[config.mk]
export PLATFORM = sky130hd
export DESIGN_NAME = lock_controller
export DESIGN_NICKNAME = d
export VERILOG_FILES = /design/src/rtl/lock_controller.sv
export SDC_FILE = /design/constraint.sdc
export NUM_CORES = 1
export LEC_CHECK = 0
export BUFFER_PORTS_ARGS = -buffer_cell sky130_fd_sc_hd__buf_2
export CORE_MARGIN = 2
export CORE_UTILIZATION = 45
export DETAILED_ROUTE_END_ITERATION = 6
export PLACE_DENSITY_LB_ADDON = 0.12
export REMOVE_ABC_BUFFERS = 1
export SLEW_MARGIN = 30
export SYNTH_ARGS = -nofsm -noshare
export SYNTH_HDL_FRONTEND = slang
export SYNTH_SLANG_ARGS = --single-unit
[constraint.sdc]
create_clock -name clk -period 2.2 [get_ports clk]
set_input_delay 0.55 -clock clk [delete_from_list [all_inputs] [get_ports clk]]
set_output_delay 0.55 -clock clk [all_outputs]
set_load 0.01 [all_outputs]
[src/rtl/lock_controller.sv]
// ---------------------------------------------------------------------------
// lock_controller
// Canal lock sequencer: two gates (low-side "outer", high-side "inner") and
// a chamber that is filled or drained one level step per clock. All outputs
// are Moore, decoded from the registered state and level.
//
// Optional feature: define LOCK_BOAT_COUNT_EN to add the boats_passed
// output, a saturating count of INNER_OPEN -> HIGH_CLOSED transitions.
// ---------------------------------------------------------------------------
module lock_controller #(
    parameter int LEVEL_MAX = 8
) (
    input  logic       clk,
    input  logic       reset,
    input  logic       arrival,
    input  logic       departure,
    input  logic       outer_gate_sw,
    input  logic       inner_gate_sw,
    input  logic       raise_sw,
    input  logic       lower_sw,
`ifdef LOCK_BOAT_COUNT_EN
    output logic [7:0] boats_passed,
`endif
    output logic       outer_open,
    output logic       inner_open,
    output logic       filling,
    output logic       draining,
    output logic [7:0] level,
    output logic [2:0] state
);

    localparam logic [2:0] ST_LOW_CLOSED  = 3'd0;
    localparam logic [2:0] ST_OUTER_OPEN  = 3'd1;
    localparam logic [2:0] ST_FILLING     = 3'd2;
    localparam logic [2:0] ST_HIGH_CLOSED = 3'd3;
    localparam logic [2:0] ST_INNER_OPEN  = 3'd4;
    localparam logic [2:0] ST_DRAINING    = 3'd5;

    localparam logic [7:0] LMAX = 8'(LEVEL_MAX);

    logic [2:0] state_q;
    logic [2:0] state_d;
    logic [7:0] level_q;
    logic [7:0] level_d;
    logic       raise_s;
    logic       lower_s;

    // State and level registers; reset aborts any pending fill/drain step.
    always_ff @(posedge clk) begin
        if (reset) begin
            state_q <= ST_LOW_CLOSED;
            level_q <= 8'd0;
        end else begin
            state_q <= state_d;
            level_q <= level_d;
        end
    end

    // Next-state and next-level logic; raise and lower together cancel out.
    always_comb begin
        state_d = state_q;
        level_d = level_q;
        raise_s = raise_sw & ~lower_sw;
        lower_s = lower_sw & ~raise_sw;
        case (state_q)
            ST_LOW_CLOSED: begin
                if (arrival && outer_gate_sw) begin
                    state_d = ST_OUTER_OPEN;
                end else if (raise_s) begin
                    state_d = ST_FILLING;
                end else begin
                    state_d = ST_LOW_CLOSED;
                end
            end
            ST_OUTER_OPEN: begin
                if (!outer_gate_sw) begin
                    state_d = ST_LOW_CLOSED;
                end else begin
                    state_d = ST_OUTER_OPEN;
                end
            end
            ST_FILLING: begin
                if (lower_s) begin
                    // Reverse without touching the level on this edge.
                    state_d = ST_DRAINING;
                end else if (level_q >= LMAX) begin
                    // Already full (entered by reversal at the top): no wrap.
                    state_d = ST_HIGH_CLOSED;
                end else begin
                    level_d = level_q + 8'd1;
                    if ((level_q + 8'd1) == LMAX) begin
                        state_d = ST_HIGH_CLOSED;
                    end else begin
                        state_d = ST_FILLING;
                    end
                end
            end
            ST_HIGH_CLOSED: begin
                if (departure && inner_gate_sw) begin
                    state_d = ST_INNER_OPEN;
                end else if (lower_s) begin
                    state_d = ST_DRAINING;
                end else begin
                    state_d = ST_HIGH_CLOSED;
                end
            end
            ST_INNER_OPEN: begin
                if (!inner_gate_sw) begin
                    state_d = ST_HIGH_CLOSED;
                end else begin
                    state_d = ST_INNER_OPEN;
                end
            end
            ST_DRAINING: begin
                if (raise_s) begin
                    state_d = ST_FILLING;
                end else if (level_q == 8'd0) begin
                    // Already empty (entered by reversal at the bottom): no wrap.
                    state_d = ST_LOW_CLOSED;
                end else begin
                    level_d = level_q - 8'd1;
                    if (level_q == 8'd1) begin
                        state_d = ST_LOW_CLOSED;
                    end else begin
                        state_d = ST_DRAINING;
                    end
                end
            end
            default: begin
                // Unused codes recover to a known empty, closed lock.
                state_d = ST_LOW_CLOSED;
                level_d = 8'd0;
            end
        endcase
    end

    // Moore output decode from the registered state and level.
    always_comb begin
        outer_open = 1'b0;
        inner_open = 1'b0;
        filling    = 1'b0;
        draining   = 1'b0;
        case (state_q)
            ST_OUTER_OPEN: outer_open = 1'b1;
            ST_INNER_OPEN: inner_open = 1'b1;
            ST_FILLING:    filling    = 1'b1;
            ST_DRAINING:   draining   = 1'b1;
            default: begin
                outer_open = 1'b0;
                inner_open = 1'b0;
                filling    = 1'b0;
                draining   = 1'b0;
            end
        endcase
        level = level_q;
        state = state_q;
    end

`ifdef LOCK_BOAT_COUNT_EN
    logic [7:0] boats_q;
    logic [7:0] boats_d;

    // Next boat count: one per inner gate closing, saturating at 255.
    always_comb begin
        boats_d = boats_q;
        if ((state_q == ST_INNER_OPEN) && (state_d == ST_HIGH_CLOSED) && (boats_q != 8'd255)) begin
            boats_d = boats_q + 8'd1;
        end else begin
            boats_d = boats_q;
        end
    end

    // Boat counter register.
    always_ff @(posedge clk) begin
        if (reset) begin
            boats_q <= 8'd0;
        end else begin
            boats_q <= boats_d;
        end
    end

    assign boats_passed = boats_q;
`endif

endmodule
Yosys cells after proc, flatten, opt, wreduce, memory -nomap -nowiden

Index checks and enable logic that the tools add are counted.

Reduce and logical (&&, ||, !) cells: 6
Bitwise logic cells: 5
Add/sub/neg operators: 2
Equal/unequal tests: 11
Order comparisons: 1
Mux-type cells: 22

Operator list:

| cell                                                                  | count |
|---|---|
| 8-bit two-way mux                                                     | 4 |
| 8-bit one-hot mux with 3 select lines                                 | 1 |
| 3-bit two-way mux                                                     | 7 |
| 3-bit one-hot mux with 6 select lines                                 | 1 |
| 8-bit by 1-bit adder with 8-bit output, second input constant         | 1 |
| 8-bit by 1-bit == test with 1-bit output, second input constant       | 1 |
| 8-bit by 4-bit == test with 1-bit output, second input constant       | 1 |
| 8-bit by 4-bit >= comparator with 1-bit output, second input constant | 1 |
| 8-bit zero test                                                       | 1 |
| 2-bit inequality test, second input constant                          | 4 |
| 8-bit by 1-bit subtractor with 8-bit output, second input constant    | 1 |
| 1-bit two-way mux                                                     | 7 |
| 3-bit by 2-bit == test with 1-bit output, second input constant       | 2 |
| 3-bit == test, second input constant                                  | 2 |
| 5-bit AND reduction                                                   | 1 |
| 2-bit two-way mux                                                     | 2 |
| 4-bit OR reduction                                                    | 1 |
| 3-bit by 1-bit == test with 1-bit output, second input constant       | 1 |
| 3-bit zero test                                                       | 1 |
| 1-bit inverter                                                        | 3 |
| 1-bit bitwise AND                                                     | 2 |
| 1-bit logical AND                                                     | 2 |

Output and inout bits: 15
Input port bits: 8
Register bits after elaboration: 11

Depth between registers and ports, before layout

Depth after elaboration: 6
Gate-level depth with buffers: 7
Gate-level depth less buffers: 6

Least setup slack after synthesis

OpenSTA, ideal clock, no wires.

Kind: register to register
From: register level_q[2] (netlist: level[2])
To: register level_q[7] (netlist: level[7])
Period minus slack after synthesis: 1.624 ns
Path slack: 0.576 ns
Data arrival time: 1.493 ns
Library setup time: 0.131 ns
Cell stages (with the launch flop): 7
Path through: dfxtp_1 clkbuf_1 nor4_2 nand3b_1 xnor2_1 a221oi_1 nor3_2

Cells in the longest elaborated chain, start to end: 4
Elaborated cells between the ends (all ways): 12
Those cells by class: add/sub (2); order compare (1); eq/ne (2); mux (5); reduce/logical (2)

Ends and longest elaborated chain:

| item                                                                                                         | RTL line | source |
|---|---|---|
| start: declaration                                                                                           | 43       | `logic [7:0] level_q;` |
| start signal: assignment                                                                                     | 55       | `level_q <= level_d;` |
| 8-bit by 1-bit subtractor with 8-bit output / 8-bit by 1-bit adder with 8-bit output (equally long branches) | 121, 90  |  |
| 8-bit two-way mux (on tied branches)                                                                         | 117, 86  |  |
| 8-bit two-way mux (on tied branches)                                                                         | 115, 83  |  |
| 8-bit one-hot mux with 3 select lines                                                                        | 65       | `case (state_q)` |

Parallel ways exist; a longest one is shown, timed or not. The select of a mux whose other input is x is not followed.
A chain may end at the register's enable or synchronous reset.

Final worst setup path

From: register state_q[1] (netlist: state[1])
To: output filling

Cells in the longest elaborated chain, start to end: 2

Ends and longest elaborated chain:

| item                                     | RTL line | source |
|---|---|---|
| start: declaration                       | 41       | `logic [2:0] state_q;` |
| start signal: assignment                 | 54       | `state_q <= state_d;` |
| 3-bit by 2-bit == test with 1-bit output | 143      | `case (state_q)` |
| 1-bit two-way mux                        | 143      |  |
| end: declaration                         | 26       | `output logic filling,` |

Every way passes these cells.

==> results.md <==
- Cts-stage hold buffer count: 0
- Clock network fraction of total power: 0.271
- Antenna cell count: 0
- RR Startpoint: state[1]
- Unique masters post-synth: 47
- Total CTS buffers: 3
- Ratio of cells with drive above 1 in the final layout: 0.267
- Setup TNS: 0 ns
- Top-area cell type share of the netlist area: 0.225
- Switching share of total power: 0.369
- Worst path required time: 1.65 ns
- Residual DRC: 0
- M1 wire length: 1170 um
- Die area: 2570 um2
- Worst R2R End: level[7]
- Post-Layout Cell Count: 177
- RSZ-0062 raised after global routing: false
- Die width: 50.7 um
- Commonest non-fill, non-tap cell in the layout: buf_2
- Via Count: 1112
- Initial Util: 0.489
- IR drop worst, VDD: 0.251 mV
- Synth area leaders: dfxtp_1 (22%), a21oi_1 (5.6%), ha_1 (5.1%)
- Post-DR wirelength/cell: 15.1 um
- Core area: 2000 um2
- Crit path launch type: flip-flop
- Pwr dens: 487 nW/um2
- Fin crit share: 0.922
- Die Height: 50.7 um
- Status: finished, final reports clean
- Yosys reg bits: 11
- First-pass GRT wire length: 4290 um
- Slew margin rel.: 0.677
- Most frequent cells in the layout: buf_2 (22), a21oi_1 (11), dfxtp_1 (11), nor2_1 (10), nand3_1 (10)
- Final setup violation count: 0
- Initial antenna violation count: 0
- Pwr Total: 556 uW
- Avg Cell Area, Syn: 7.65 um2
- Worst hold path type: flip-flop to flip-flop
- Hold depth: 2
- Logic pwr share: 0.337
- CTS tree: built
- Fmax: 0.493 GHz
- Critical Path, Cell by Cell: or3b_1 -> inv_2 -> buf_2
- Vias in the first global route: 940
- Port Buf Inserts: 22
- DRT Wirelength: 2670 um
- P_int: 351 uW
- Max-slew violations: 0
- Placed cells: 173
- Pleak: 0.466 nW
- CTS Buffer Depth: 2
- Hold endpoint: level[6]
- Max-cap violations: 0
- Iteration-0 DRC Markers: 54
- Place WS: 0.449 ns
- Post-synth EDFFs: 0
- Met2 wire len: 1210 um
- Mapped Cells: 128
- CP Class: flip-flop to primary output
- Hold Fails Final Rpt: 0
- Final net count: 163
- Syn. warnings: 0
- Critical Path AT: 1.48 ns
- GRT Residual Overflow: 0
- Via density: 6.28
- Worst path slowest cell: or3b_1
- R2r setup slk: 0.39 ns
- # Post-CTS Setup Buffers: 0
- HP Start: level[6]
- Placed Area: 1120 um2
- Synth async-reset ratio: 0
- Final Critical Period: 2.03 ns
- IO Count: 23
- Post-synthesis sequential area ratio: 0.225
- Register clock-pin slew on the reported worst setup and hold paths: 0.09 ns
- Routed Antenna Nets: 0
- Finished Cell Area: 1140 um2
- Clk Latency, worst-skew pair: 0.29 ns
- Clk_skew: 0.0152 ns
- Root buf cell: clkbuf_4
- Post-Synthesis Cell Area: 980 um2
- Worst setup EP type: primary output
- Sw Pwr: 205 uW
- Dpl hpwl: 1930 um
- Worst slew pin tran: 0.480 ns
- Met3 WL: 272 um
- CP Max Fanout: 8
- Seq pwr share: 0.393
- R2R depth: 6
- FP Rows: 16
- Post-CTS sizing: 0
- PnR worst setup slack: 0.171 ns
- Largest net degree at the start of global routing: 13
- Gr usage total: 0.216
- Sink Count: 11
- GP Congestion: 0.903
- Max incr delay on CP: 0.50 ns
- DR top layer: met4
- Top_reg_cell synth: dfxtp_1
- Largest area contributor in the netlist: dfxtp_1
- CTS H-tree lvls: 1
- DRT Pass-1 Iters: 4
- Area grow syn2layout: 16.6%
==> state kept, by name, indices dropped and copies added, names as in the netlist <==
register  count
level         8
state         3
==> worst max path at each step <==
| stage | start | end | slack [ns] |
|---|---|---|---|
| floorplan | state[1] | level[7] | 0.47 |
| global placement | raise_sw | level[5] | 0.45 |
| detailed placement | raise_sw | level[7] | 0.45 |
| CTS | state[0] | filling | 0.19 |
| global route | state[1] | filling | 0.10 |
| finish | state[1] | filling | 0.17 |
==> synth_stat cells, types with 2 or more instances <==
library cell   n
ha_1           4
nand2b_1       3
o21ai_0        5
dfxtp_1       11
nand4_1        2
clkbuf_1       4
buf_2          3
a21oi_1       11
xnor2_1        2
inv_1          5
inv_2          2
nor3_1         7
nand3_1       10
nand2_1        6
a31oi_1        5
nor2_1        10
o211ai_1       4
o21ai_1        5
==> through the flow <==
stage	util	hold slack [ns]
floorplan	-	0.568
global placement	0.558	0.574
detailed placement	0.558	0.589
CTS	0.571	0.593
global route	0.571	0.606
finish	0.571	0.598
==> cell families after synthesis <==
logic type / after synthesis / synth area share
compound gates: 46 / 0.330
xor+xnor: 2 / 0.0179
fa+ha+maj: 4 / 0.0511
buf+inv: 15 / 0.0651
flops: 11 / 0.225
simple gates: 50 / 0.312
==> power by group through the flow <==
stage | logic [mW] | clock network, mW | registers [mW]
after floorplan | 0.108 | 0 | 0.237
after global placement | 0.181 | 0 | 0.223
after detailed placement | 0.183 | 0 | 0.223
after CTS | 0.185 | 0.147 | 0.218
after global routing | 0.203 | 0.162 | 0.220
final | 0.187 | 0.151 | 0.219
==> worst max-delay path: cells and delay by family (launching register included) <==
family | cells | cell delay (ns)
simple gates | 1 | 0.50
buf+inv | 2 | 0.36
flops | 1 | 0.33
==> metal layers <==
metal  GRT usage  vias up
met5           0        -
met4      0.0270        0
met3      0.0536        6
met2       0.362       65
met1       0.288      507
li1            -      534
==> area by class of cell <==
cell class / instances / area [um2]
clock buffers: 4 / 26.3
fillers: 213 / 860
inverters: 7 / 26.3
multi-input cells: 102 / 696
flip-flops and latches: 11 / 220
well taps: 27 / 33.8
repair buffers: 26 / 140
Power figures use the tool's default switching activity.
